--- config.mk ---
export PLATFORM = sky130hd
export DESIGN_NAME = stopwatch_tick_ctrl
export DESIGN_NICKNAME = d
export VERILOG_FILES = /design/src/rtl/stopwatch_tick_ctrl.sv
export SDC_FILE = /design/constraint.sdc
export NUM_CORES = 1
export LEC_CHECK = 0
export CAP_MARGIN = 10
export CORE_UTILIZATION = 35
export DETAILED_ROUTE_END_ITERATION = 10
export PLACE_DENSITY = 0.52
export SLEW_MARGIN = 20
export SYNTH_ARGS = -nofsm -noshare
export SYNTH_HDL_FRONTEND = slang
export SYNTH_SLANG_ARGS = --single-unit
--- constraint.sdc ---
create_clock -name clk -period 2 [get_ports clk]
set_clock_uncertainty 0.05 [all_clocks]
set_input_delay 0.3 -clock clk [delete_from_list [all_inputs] [get_ports clk]]
set_output_delay 0.3 -clock clk [all_outputs]
set_load 0.005 [all_outputs]
--- src/rtl/stopwatch_tick_ctrl.sv ---
// Timebase and control for one stopwatch digit: button conditioning, IDLE/RUN/PAUSE
// sequencing, tick prescaler, and the load/val_sel/clear/carry strobes for the digit counter.
module stopwatch_tick_ctrl #(
  parameter int unsigned CLK_HZ       = 100_000_000,
  parameter int unsigned TICK_HZ      = 100,
  parameter int unsigned WRAP_VAL     = 100,
  parameter int unsigned DEBOUNCE_CYC = 1_000_000
) (
  input  logic       clk,
  input  logic       rst_n,
  input  logic       btn_start_stop,
  input  logic       btn_clear,
  input  logic [6:0] count_in,
  output logic       load,
  output logic       val_sel,
  output logic       clear,
  output logic       carry,
  output logic       running
);

  localparam int unsigned DIV = CLK_HZ / TICK_HZ;
  localparam int unsigned PW  = $clog2(DIV);
  localparam int unsigned DW  = $clog2(DEBOUNCE_CYC + 1);

  typedef enum logic [1:0] {IDLE, RUN, PAUSE} state_t;

  state_t        state;
  logic [PW-1:0] presc;
  logic          init_pend;
  logic [1:0]    sync1, sync2, db, db_d, act;
  logic [DW-1:0] dcnt [2];
  logic          ss_act, cl_act, tick, wrap;

  // Bit 0 = start/stop, bit 1 = clear.
  always_ff @(posedge clk or negedge rst_n) begin
    if (!rst_n) begin
      sync1 <= '0;
      sync2 <= '0;
      db    <= '0;
      db_d  <= '0;
      for (int unsigned i = 0; i < 2; i++) dcnt[i] <= '0;
    end else begin
      sync1 <= {btn_clear, btn_start_stop};
      sync2 <= sync1;
      db_d  <= db;
      for (int unsigned i = 0; i < 2; i++) begin
        if (sync2[i] == db[i]) begin
          dcnt[i] <= '0;
        end else if (dcnt[i] == DW'(DEBOUNCE_CYC - 1)) begin
          db[i]   <= ~db[i];
          dcnt[i] <= '0;
        end else begin
          dcnt[i] <= dcnt[i] + DW'(1);
        end
      end
    end
  end

  always_comb begin
    act    = db & ~db_d;
    ss_act = act[0];
    cl_act = act[1];
    tick   = (state == RUN) && (presc == PW'(DIV - 1));
    wrap   = (count_in >= 7'(WRAP_VAL));
  end

  // A tick in the same cycle as a pause request still issues its strobe.
  always_ff @(posedge clk or negedge rst_n) begin
    if (!rst_n) begin
      state     <= IDLE;
      presc     <= '0;
      running   <= 1'b0;
      load      <= 1'b0;
      val_sel   <= 1'b0;
      clear     <= 1'b0;
      carry     <= 1'b0;
      init_pend <= 1'b1;
    end else begin
      load      <= 1'b0;
      val_sel   <= 1'b0;
      clear     <= 1'b0;
      carry     <= 1'b0;
      init_pend <= 1'b0;
      if (init_pend) begin
        load  <= 1'b1;
        clear <= 1'b1;
      end
      unique case (state)
        IDLE: begin
          presc <= '0;
          if (cl_act) begin
            load  <= 1'b1;
            clear <= 1'b1;
          end else if (ss_act) begin
            state   <= RUN;
            running <= 1'b1;
          end
        end
        RUN: begin
          if (tick) begin
            presc <= '0;
            load  <= 1'b1;
            if (wrap) begin
              val_sel <= 1'b1;
              carry   <= 1'b1;
            end
          end else begin
            presc <= presc + PW'(1);
          end
          if (ss_act) begin
            state   <= PAUSE;
            running <= 1'b0;
          end
        end
        PAUSE: begin
          if (cl_act) begin
            state <= IDLE;
            presc <= '0;
            load  <= 1'b1;
            clear <= 1'b1;
          end else if (ss_act) begin
            state   <= RUN;
            running <= 1'b1;
          end
        end
        default: begin
          state   <= IDLE;
          presc   <= '0;
          running <= 1'b0;
        end
      endcase
    end
  end

endmodule

# After elaboration in Yosys (flattened, before gate mapping)
# Index checks and enable logic that the tools add are counted.
[totals] n_memories=0 rom_bits=0 latch_bits=0 ramBits=0 register_bits=75 in_bits=11 out_inout_bits=5 word_cells=67
[op_classes] n_bitwise=6 muxes=24 div_mod_pow=0 eq_ne=12 magnitude_cmp=1 n_addsub=3 n_mul=0 n_reduce_logical=7 shifts=0
[ops] operator="20-bit two-way mux" n=6
[ops] operator="20-bit by 1-bit adder with 20-bit output (second input constant)" n=3
[ops] operator="20-bit == test (second input constant)" n=3
[ops] operator="20-bit case mux with 2 select lines" n=1
[ops] operator="1-bit two-way mux" n=10
[ops] operator="2-bit two-way mux" n=4
[ops] operator="2-bit != test (second input constant)" n=4
[ops] operator="7-bit >= comparator (second input constant)" n=1
[ops] operator="2-bit case mux with 3 select lines" n=1
[ops] operator="2-bit AND reduction" n=3
[ops] operator="1-bit inverter" n=4
[ops] operator="1-bit case mux with 2 select lines" n=2
[ops] operator="3-bit AND reduction" n=1
[ops] operator="2-bit AND" n=1
[ops] operator="1-bit == test" n=2
[ops] operator="2-bit by 1-bit == test with 1-bit output (second input constant)" n=1
[ops] operator="2-bit == test (second input constant)" n=1
[ops] operator="2-bit logical NOT" n=1
[ops] operator="2-bit by 1-bit != test with 1-bit output (second input constant)" n=1
[ops] operator="2-bit inverter" n=1
[ops] operator="2-bit OR reduction" n=1
[ops] operator="1-bit logical AND" n=1

# Depth between registers and ports, before layout
# Gate-level depths: netlist of run 1.
[depth] word_depth=5 depth_mapped=8 mapped_depth_nobuf=6

# Worst setup path after synthesis of run 1
# OpenSTA, ideal clock, no wires.
[synth_timing] path_kind="flip-flop to flip-flop" startpoint="register presc[6]" endpoint="register presc[18]" required_ps=1829 setup_ps=121 t_arrival_ps=1738 n_path_buf=2 synth_period_minus_slack_ps=1909 stages_incl_launch_ff=8 setup_slack_ps=91 path_cell_list="dfrtp_1 > buf_2 > or4b_1 > nor3_2 > a31o_2 > buf_6 > o21ai_2 > a22o_1"
[synth_between] elab_chain_cells=4 elab_cells_between_ends=5 cone_classes="add/sub (1); eq/ne (1); mux (2); reduce/logical (1)"
[synth_rtl] item="from (decl)" line="28" source="logic [PW-1:0] presc;"
[synth_rtl] item="from (signal assigned)" line="108" source="presc <= presc + PW'(1);"
[synth_rtl] item="parallel branches: the longest is 2 deep, another holds 20-bit by 1-bit adder with 20-bit output"
[synth_rtl] item="20-bit two-way mux (*)" line="100" source="if (tick) begin"
[synth_rtl] item="20-bit case mux with 2 select lines (*)" line="88" source="unique case (state)"
# Mark *: on every way between the ends.
# A chain may end at the register's enable or synchronous reset.

# Final worst setup path of run 1
[layout_timing] startpoint="register presc[1]" endpoint="register presc[17]"
# Same word-level chain as after synthesis.

==> results_dict.tcl, run 1 <==
set metrics [dict create \
    status "finished clean" \
    maxSlewViolCount 0 \
    grt_pass1_wl_um 13100 \
    synth.avg_cell_area_um2 9.62 \
    clkLatencyLatePin_ns 0.35 \
    num_vias 2732 \
    grt_setup_unrepaired "no" \
    ant_nets 0 \
    place_congestion 0.793 \
    ir_drop_mv 0.317 \
    setup_viol 0 \
    final-hold-violation-count 0 \
    cts_post_setup_buffers_inserted 0 \
    hpwl_um 5000 \
    numCtsBuffers 9 \
    path_buf_inv 0 \
    synth_flop_cell "dfrtp_1" \
    synth_edf_count 0 \
    fmax_ghz 0.529 \
    cts_root_buffer "clkbuf_8" \
    p_leak_nw 1.81 \
    ff2ff_setup_slack_ns 0.11 \
    finalNetCount 421 \
    ys_ff_latch 75 \
    cts_max_level 3 \
    cts_num_sinks 75 \
    final_common_cell "dfrtp_1" \
    drt-wirelength-per-cell_um 13.5 \
    grt_start_max_net_pins 34 \
    drt_iter0_drc 98 \
    cp.arrival_ns 2.12 \
    core_um2 9910 \
    die_height_um 104 \
    std_cell_rows 36 \
    drt_first_pass_iters 5 \
    powerDensity_nw_per_um2 668 \
    synth_area_um2 3630 \
    slowest_stage "dfrtp_1" \
    ys_types 52 \
    synth.area.mux_share 0.00621 \
    cts_max_path_buffers 2 \
    synthCells 377 \
    ys.warnings.count 0 \
    endpoint_kind "flop" \
    drive_gt1_frac 0.112 \
    drc_errors 0 \
    finalSetupTns_ns 0 \
    wl_met1_um 3620 \
    path_clk_slew_ns 0.08 \
    worst-slew-pin-transition_ns 0.606 \
    async_flop_share 1.00 \
    vias_per_cell 5.01 \
    dr.max_layer_used "met4" \
    maxSlewHeadroom 0.596 \
    synthSimpleGateAreaFrac 0.280 \
    numPortBuffers 13 \
    grt_remaining_overflow 0 \
    dr_wl_met3_um 237 \
    path_cells "ha_1 -> and2_1 -> and2_1 -> a31o_4 -> or3_1 -> nand3_1" \
    crit_family "simple AND/OR/NAND/NOR gates" \
    hold_class "reg2reg" \
    max_stage_delay_ns 0.41 \
    synth-xor-area-share 0.0966 \
    startpoint_type "flop" \
    initial_core_util 0.366 \
    fin_crit_sh 0.945 \
    grt_use_total 0.152 \
    final_cell_mix "74 x dfrtp_1, 59 x nor2_1, 38 x nand3_1, 37 x nand2_1, 25 x xor2_1" \
    total_power_mw 2.83 \
    synthToLayoutAreaGrowth_pct 16.8 \
    drt_wl_total_um 7370 \
    syn-num-nets 391 \
    ios 16 \
    fp.dieW_um 104 \
    synthAdderAreaFrac 0.0104 \
    synth_seq_area_share 0.518 \
    critPathMostFrequentCell "and2_1" \
    wl_met2_um 3430 \
    synth_compound_area_frac 0.0625 \
    n_antenna_cell 0 \
    cp_max_fo 14 \
    tritoncts "built" \
    crit_type "reg2reg" \
    maxCapViolCount 0 \
    period_needed_ns 1.89 \
    critical_path_required_ns 2.23 \
    fillCellCount 999 \
    synth_top_family_by_area "simple AND/OR/NAND/NOR gates" \
    die_area_um2 10800 \
    grt_pass1_vias 2726 \
    antenna_found_initial 0 \
]
==> stage by stage <==
| step | hold slack [ns] | utilization | cells | setup slack, ns | area, um^2 |
|---|---|---|---|---|---|
| 4_1_cts | 0.311 | 0.426 | 545 | 0.0503 | 4230 |
| 6_report | 0.303 | 0.428 | 545 | 0.110 | 4240 |
| 5_1_grt | 0.323 | 0.428 | 545 | 0.000783 | 4240 |
| 2_1_floorplan | -0.0456 | - | 377 | 0.0906 | 3630 |
| 3_3_place_gp | 0.236 | 0.405 | 528 | 0.0794 | 4020 |
| 3_5_place_dp | 0.232 | 0.405 | 528 | 0.0650 | 4020 |
==> flip-flops by register name, indices dropped and copies added, names as in the netlist <==
name and cells:
presc 20, db_d 2, carry 1, db 2
sync1 2, clear 1, running 1, dcnt 40
state 2, load 1, init_pend 1, sync2 2
==> synth_stat cells (all sizes together), types with 2 or more instances <==
master | number | area (um^2)
nor3 | 13 | 81.3
inv | 8 | 30.0
nand2 | 37 | 139
nor2b | 2 | 12.5
o21ai | 10 | 53.8
nor4b | 2 | 17.5
or2 | 2 | 12.5
ha | 3 | 37.5
or3 | 6 | 37.5
xor2 | 25 | 219
buf | 4 | 28.8
and2 | 2 | 12.5
and4 | 3 | 26.3
a21oi | 4 | 20.0
nor4bb | 2 | 20.0
o211ai | 2 | 15.0
nand2b | 3 | 18.8
xnor2 | 15 | 131
a31oi | 2 | 12.5
a22o | 3 | 26.3
clkbuf | 9 | 33.8
nor2 | 59 | 221
and3 | 10 | 65.1
o21bai | 3 | 22.5
dfrtp | 74 | 1850
nor4 | 5 | 31.3
nand4 | 12 | 75.1
nand3 | 39 | 200
mux2 | 2 | 22.5
or4b | 2 | 20.0
==> worst paths after layout <==
kind | startpoint | depth (start not counted) | to
hold / removal | sync1[0] | 0 | sync2[0]
setup / recovery | presc[1] | 6 | presc[17]
min in group asynchronous | rst_n | 2 | presc[14]
hold reg to reg | sync1[0] | 0 | sync2[0]
setup reg to reg | presc[1] | 6 | presc[17]
max in group asynchronous | rst_n | 3 | init_pend
==> logic make-up (layout without fill, tap and decap cells) <==
family,after synthesis,in the layout
other,1,1
xor gates and xnor gates,40,40
muxes,2,2
DFF,75,75
AOI/OAI and AO/OA,33,33
buffers and inverters,21,56
adders and majority gates,3,3
and+or+nand+nor,202,202
==> power by group <==
| group | switching, mW | internal [mW] |
|---|---|---|
| Combinational | 0.0566 | 0.0415 |
| Clock | 0.541 | 0.645 |
| Sequential | 0.0132 | 1.53 |
| Total | 0.611 | 2.22 |
==> timing repair <==
item,CTS,global route
hold endpoints to repair,30,0
hold buffers,1,0
endpoints found under the setup margin,0,26
resized for setup,0,2
==> area by class of cell <==
cell class	instances	area, um^2	area share
timing repair buffer	32	298	0.0703
sequential	75	1880	0.443
clock inverter	2	35.0	0.00827
clock buffer	14	163	0.0384
tap	133	166	0.0393
inverter	8	30.0	0.00709
multi-input combinational	281	1670	0.393
==> per-layer routing <==
metal / vias to the layer above / global-route usage
met5: - / 0
met4: 0 / 0.0439
met3: 10 / 0.0409
met2: 42 / 0.246
met1: 1315 / 0.200
li1: 1365 / -
Note: power is estimated with default switching activity, not from simulation.
==> run 2: changes to the inputs <==
--- a/config.mk
+++ b/config.mk
@@ -5,10 +5,10 @@
 export SDC_FILE = /design/constraint.sdc
 export NUM_CORES = 1
 export LEC_CHECK = 0
-export CAP_MARGIN = 10
-export CORE_UTILIZATION = 35
+export CAP_MARGIN = 20
+export CORE_UTILIZATION = 54
 export DETAILED_ROUTE_END_ITERATION = 10
-export PLACE_DENSITY = 0.52
+export PLACE_DENSITY = 0.74
 export SLEW_MARGIN = 20
 export SYNTH_ARGS = -nofsm -noshare
 export SYNTH_HDL_FRONTEND = slang
==> results_dict.tcl, run 2 (synthesized netlist as in run 1, its figures left out) <==
set metrics [dict create \
    grt_setup_unrepaired "no" \
    final_cell_mix "74 x dfrtp_1, 59 x nor2_1, 38 x nand3_1, 37 x nand2_1, 25 x xor2_1" \
    finalSetupTns_ns 0 \
    drt_first_pass_iters 7 \
    path_clk_slew_ns 0.09 \
    antenna_found_initial 0 \
    ir_drop_mv 0.436 \
    crit_family "simple AND/OR/NAND/NOR gates" \
    hold_depth 0 \
    p_leak_nw 1.79 \
    reg2reg_to "presc[15]" \
    grt_use_total 0.220 \
    pwr-share-seq 0.551 \
    power.internal_mw 2.18 \
    worst-slew-pin-transition_ns 0.617 \
    maxSlewHeadroom 0.588 \
    die_height_um 83.9 \
    slowest_stage "dfrtp_1" \
    numPortBuffers 13 \
    fin_crit_sh 0.950 \
    worst-path-stages 6 \
    num_vias 2733 \
    cp.arrival_ns 2.12 \
    drt_wl_total_um 6800 \
    initial_core_util 0.565 \
    setup_viol 0 \
    switchingPower_uw 632 \
    synthToLayoutAreaGrowth_pct 14.1 \
    ant_nets 0 \
    cp_max_fo 12 \
    crit_type "reg2reg" \
    path_buf_inv 0 \
    finalNetCount 418 \
    grt_start_max_net_pins 45 \
    numCtsBuffers 9 \
    crit_path_start "presc[0]" \
    powerDensity_nw_per_um2 679 \
    grt_pass1_vias 2620 \
    largest_reg_flops 40 \
    cts_root_buffer "clkbuf_8" \
    hpwl_um 4490 \
    r2r-start "presc[0]" \
    n_antenna_cell 0 \
    drc_errors 4 \
    tritoncts "built" \
    critPathMostFrequentCell "and2_1" \
    top_register "dcnt" \
    fmax_ghz 0.526 \
    maxSlewViolCount 0 \
    clkLatencyLatePin_ns 0.36 \
    endpoint "presc[15]" \
    place_congestion 0.851 \
    combPwrFrac 0.033 \
    utilization 0.644 \
    failed_checks "design-rule violations" \
    cts_max_path_buffers 2 \
    die_area_um2 7050 \
    final_area_um2 4140 \
    grt_pass1_wl_um 12100 \
    switching_share 0.225 \
    cts_num_sinks 75 \
    grt_remaining_overflow 0 \
    core_um2 6420 \
    max_stage_delay_ns 0.43 \
    ff2ff_setup_slack_ns 0.1 \
    ios 16 \
    hold_class "reg2reg" \
    fp.dieW_um 83.9 \
    startpoint_type "flop" \
    period_needed_ns 1.90 \
    place_area_um2 3900 \
    total_power_mw 2.81 \
    drive_gt1_frac 0.110 \
    drt-wirelength-per-cell_um 14.0 \
    std_cell_rows 29 \
    holdWs_ns 0.304 \
    maxCapViolCount 0 \
    vias_per_cell 5.62 \
    path_cells "ha_1 -> and2_1 -> and2_1 -> a31o_4 -> or3_1 -> o21ai_0" \
    reg_top3 "dcnt (40), presc (20)" \
    cts_max_level 3 \
    critical_path_required_ns 2.22 \
    status "finished, violations left" \
    final-hold-violation-count 0 \
    clkPwrFrac 0.416 \
    final_common_cell "dfrtp_1" \
    drt_iter0_drc 207 \
    endpoint_kind "flop" \
    r2r_cells 6 \
]
==> run 2: cell count changes in the layout (fill, tap and decap cells not counted), sizes merged <==
cell,change
clkbuf,-3
clkinvlp,+1
clkinv,+2
buf,-3
==> run 2: what timing repair did <==
action / CTS / global route
setup endpoints to repair: 0 / 29
resized for setup: 0 / 4
hold buffers: 1 / 0
setup buffers: 0 / 2
endpoints found under the hold margin: 42 / 0
==> run 2: worst register-to-register path, stage by stage (launching register included) <==
cell	delay, ns
dfrtp_1	0.43
ha_1	0.25
and2_1	0.17
and2_1	0.18
a31o_4	0.29
or3_1	0.35
o21ai_0	0.09
==> run 2: per-stage QoR <==
| stage | setup slack, ns | instances |
|---|---|---|
| CTS | 0.0394 | 484 |
| global route | 0.00414 | 486 |
| floorplan | 0.0906 | 377 |
| detailed placement | 0.0573 | 467 |
| finish | 0.0996 | 486 |
| global placement | 0.0908 | 467 |
==> run 2: routing by layer <==
metal  up-vias  part of all wire  global-route usage
met5         -                 0                   0
met4         0             0.024               0.110
met1      1323              0.49               0.299
li1       1357                 -                   -
met2        41              0.45               0.332
met3        12             0.036              0.0495
==> run 2: layout make-up <==
| type | count | area, um^2 |
|---|---|---|
| Clock inverter | 5 | 52.6 |
| Tap cell | 77 | 96.3 |
| Multi-Input combinational cell | 281 | 1680 |
| Clock buffer | 11 | 141 |
| Inverter | 8 | 30.0 |
| Fill cell | 510 | 2290 |
| Sequential cell | 75 | 1880 |
| Timing Repair Buffer | 29 | 263 |
==> run 2: worst min path at each step <==
stage,slack [ns],startpoint,to
after floorplan,-0.05,rst_n,carry
final,0.30,sync1[1],sync2[1]
after CTS,0.31,sync1[1],sync2[1]
after global placement,0.28,rst_n,presc[3]
after global routing,0.31,sync1[1],sync2[1]
after detailed placement,0.28,rst_n,presc[3]
==> run 2: power groups by stage <==
stage / Combinational (mW) / Clock [mW] / Sequential (mW)
finish: 0.0921 / 1.17 / 1.55
global route: 0.107 / 1.26 / 1.55
CTS: 0.0935 / 1.19 / 1.55
detailed placement: 0.0918 / 0 / 1.58
global placement: 0.0916 / 0 / 1.58
floorplan: 0.0325 / 0 / 1.57
==> run 3: changes to the inputs <==
--- a/config.mk
+++ b/config.mk
@@ -9,7 +9,9 @@
 export CORE_UTILIZATION = 54
 export DETAILED_ROUTE_END_ITERATION = 10
 export PLACE_DENSITY = 0.74
+export SKIP_LAST_GASP = 1
 export SLEW_MARGIN = 20
 export SYNTH_ARGS = -nofsm -noshare
 export SYNTH_HDL_FRONTEND = slang
 export SYNTH_SLANG_ARGS = --single-unit
+export TNS_END_PERCENT = 30
==> results_dict.tcl, run 3 (synthesized netlist as in run 1, its figures left out) <==
set metrics [dict create \
    status "finished, violations left" \
    failed_checks "design-rule violations" \
    synthToLayoutAreaGrowth_pct 13.8 \
    p_leak_nw 1.79 \
    final-hold-violation-count 0 \
    max_stage_delay_ns 0.43 \
    core_um2 6420 \
    seq_area_um2 1880 \
    powerDensity_nw_per_um2 679 \
    grt_start_max_net_pins 45 \
    die_area_um2 7050 \
    multi_input_area_um2 1670 \
    fp.dieW_um 83.9 \
    cts_root_buffer "clkbuf_8" \
    grt_pass1_vias 2620 \
    drive_gt1_frac 0.110 \
    path_buf_inv 0 \
    ant_nets 0 \
    final_common_cell "dfrtp_1" \
    period_needed_ns 1.90 \
    cts_max_level 3 \
    startpoint_type "flop" \
    cts_max_path_buffers 2 \
    fillCellCount 511 \
    hold_class "reg2reg" \
    grt_setup_unrepaired "yes" \
    numCtsBuffers 9 \
    drt_iter0_drc 236 \
    critical_path_required_ns 2.22 \
    fin_crit_sh 0.951 \
    drt_wl_total_um 6750 \
    slowest_stage "dfrtp_1" \
    fin_cells 486 \
    ir_drop_mv 0.437 \
    die_height_um 83.9 \
    setup_viol 0 \
    fmax_ghz 0.526 \
    maxSlewHeadroom 0.589 \
    path_cells "ha_1 -> and2_1 -> and2_1 -> a31o_4 -> or3_1 -> o21ai_0" \
    grt_use_total 0.220 \
    n_antenna_cell 0 \
    crit_family "simple AND/OR/NAND/NOR gates" \
    tritoncts "built" \
    grt_pass1_wl_um 12100 \
    final_cell_mix "74 x dfrtp_1, 59 x nor2_1, 38 x nand3_1, 37 x nand2_1, 25 x xor2_1" \
    finalNetCount 418 \
    crit_type "reg2reg" \
    reg_top3 "dcnt (40), presc (20)" \
    initial_core_util 0.565 \
    endpoint_kind "flop" \
    clkLatencyLatePin_ns 0.36 \
    cp.arrival_ns 2.12 \
    drt_first_pass_iters 7 \
    drc_errors 4 \
    ios 16 \
    maxSlewViolCount 0 \
    place_inst 467 \
    largest_reg_flops 40 \
    cts_num_sinks 75 \
    antenna_found_initial 0 \
    hpwl_um 4490 \
    numPortBuffers 13 \
    maxCapViolCount 0 \
    path_clk_slew_ns 0.08 \
    num_vias 2736 \
    holdWs_ns 0.304 \
    drt-wirelength-per-cell_um 13.9 \
    place_congestion 0.851 \
    critPathMostFrequentCell "and2_1" \
    vias_per_cell 5.63 \
    cp_max_fo 12 \
    grt_remaining_overflow 0 \
    worst-slew-pin-transition_ns 0.615 \
    top_register "dcnt" \
    std_cell_rows 29 \
]
[run 3: final cells by class]
type	count	area share
Clock inverter	5	0.0127
Sequential cell	75	0.455
Timing Repair Buffer	29	0.0637
Clock buffer	11	0.0343
Multi-Input combinational cell	281	0.404
Inverter	8	0.00727
Tap cell	77	0.0233
[run 3: report_power, final]
group	internal, mW	total, mW	switching (mW)	leakage [nW]
Sequential	1.53	1.55	0.0141	1.03
Clock	0.604	1.16	0.558	0.0991
Combinational	0.0374	0.0913	0.0539	0.660
[run 3: metrics by stage]
stage	instance area [um^2]	setup TNS, ns	setup slack [ns]	total power [mW]	util
after floorplan	3630	0	0.0906	1.61	-
after global placement	3900	0	0.0908	1.67	0.607
after detailed placement	3900	0	0.0573	1.67	0.607
after CTS	4100	0	0.0394	2.83	0.639
after global routing	4130	-0.0253	-0.0128	2.91	0.643
final	4130	0	0.0982	2.80	0.643
[run 3: path summary, 6_finish.rpt]
kind / slack, ns / startpoint / depth (start not counted) / endpoint
hold / removal: 0.30 / sync1[1] / 0 / sync2[1]
hold reg to reg: 0.30 / sync1[1] / 0 / sync2[1]
min in group asynchronous: 0.41 / rst_n / 2 / presc[3]
max in group asynchronous: 0.87 / rst_n / 3 / init_pend
setup reg to reg: 0.1 / presc[0] / 6 / presc[15]
setup / recovery: 0.1 / presc[0] / 6 / presc[15]
[run 3: routing by layer]
layer / track usage / wire length [um] / vias to the layer above
met5: 0 / 0 / -
met4: 0.110 / 161 / 0
met3: 0.0495 / 229 / 13
met2: 0.332 / 3030 / 40
met1: 0.299 / 3330 / 1325
li1: - / - / 1358
[run 3: timing repair]
| item | 4_1_cts | 5_1_grt |
|---|---|---|
| resized for setup | 0 | 2 |
| hold endpoints to repair | 42 | 0 |
| setup buffers | 0 | 2 |
| hold buffers | 1 | 0 |
| endpoints found under the setup margin | 0 | 29 |
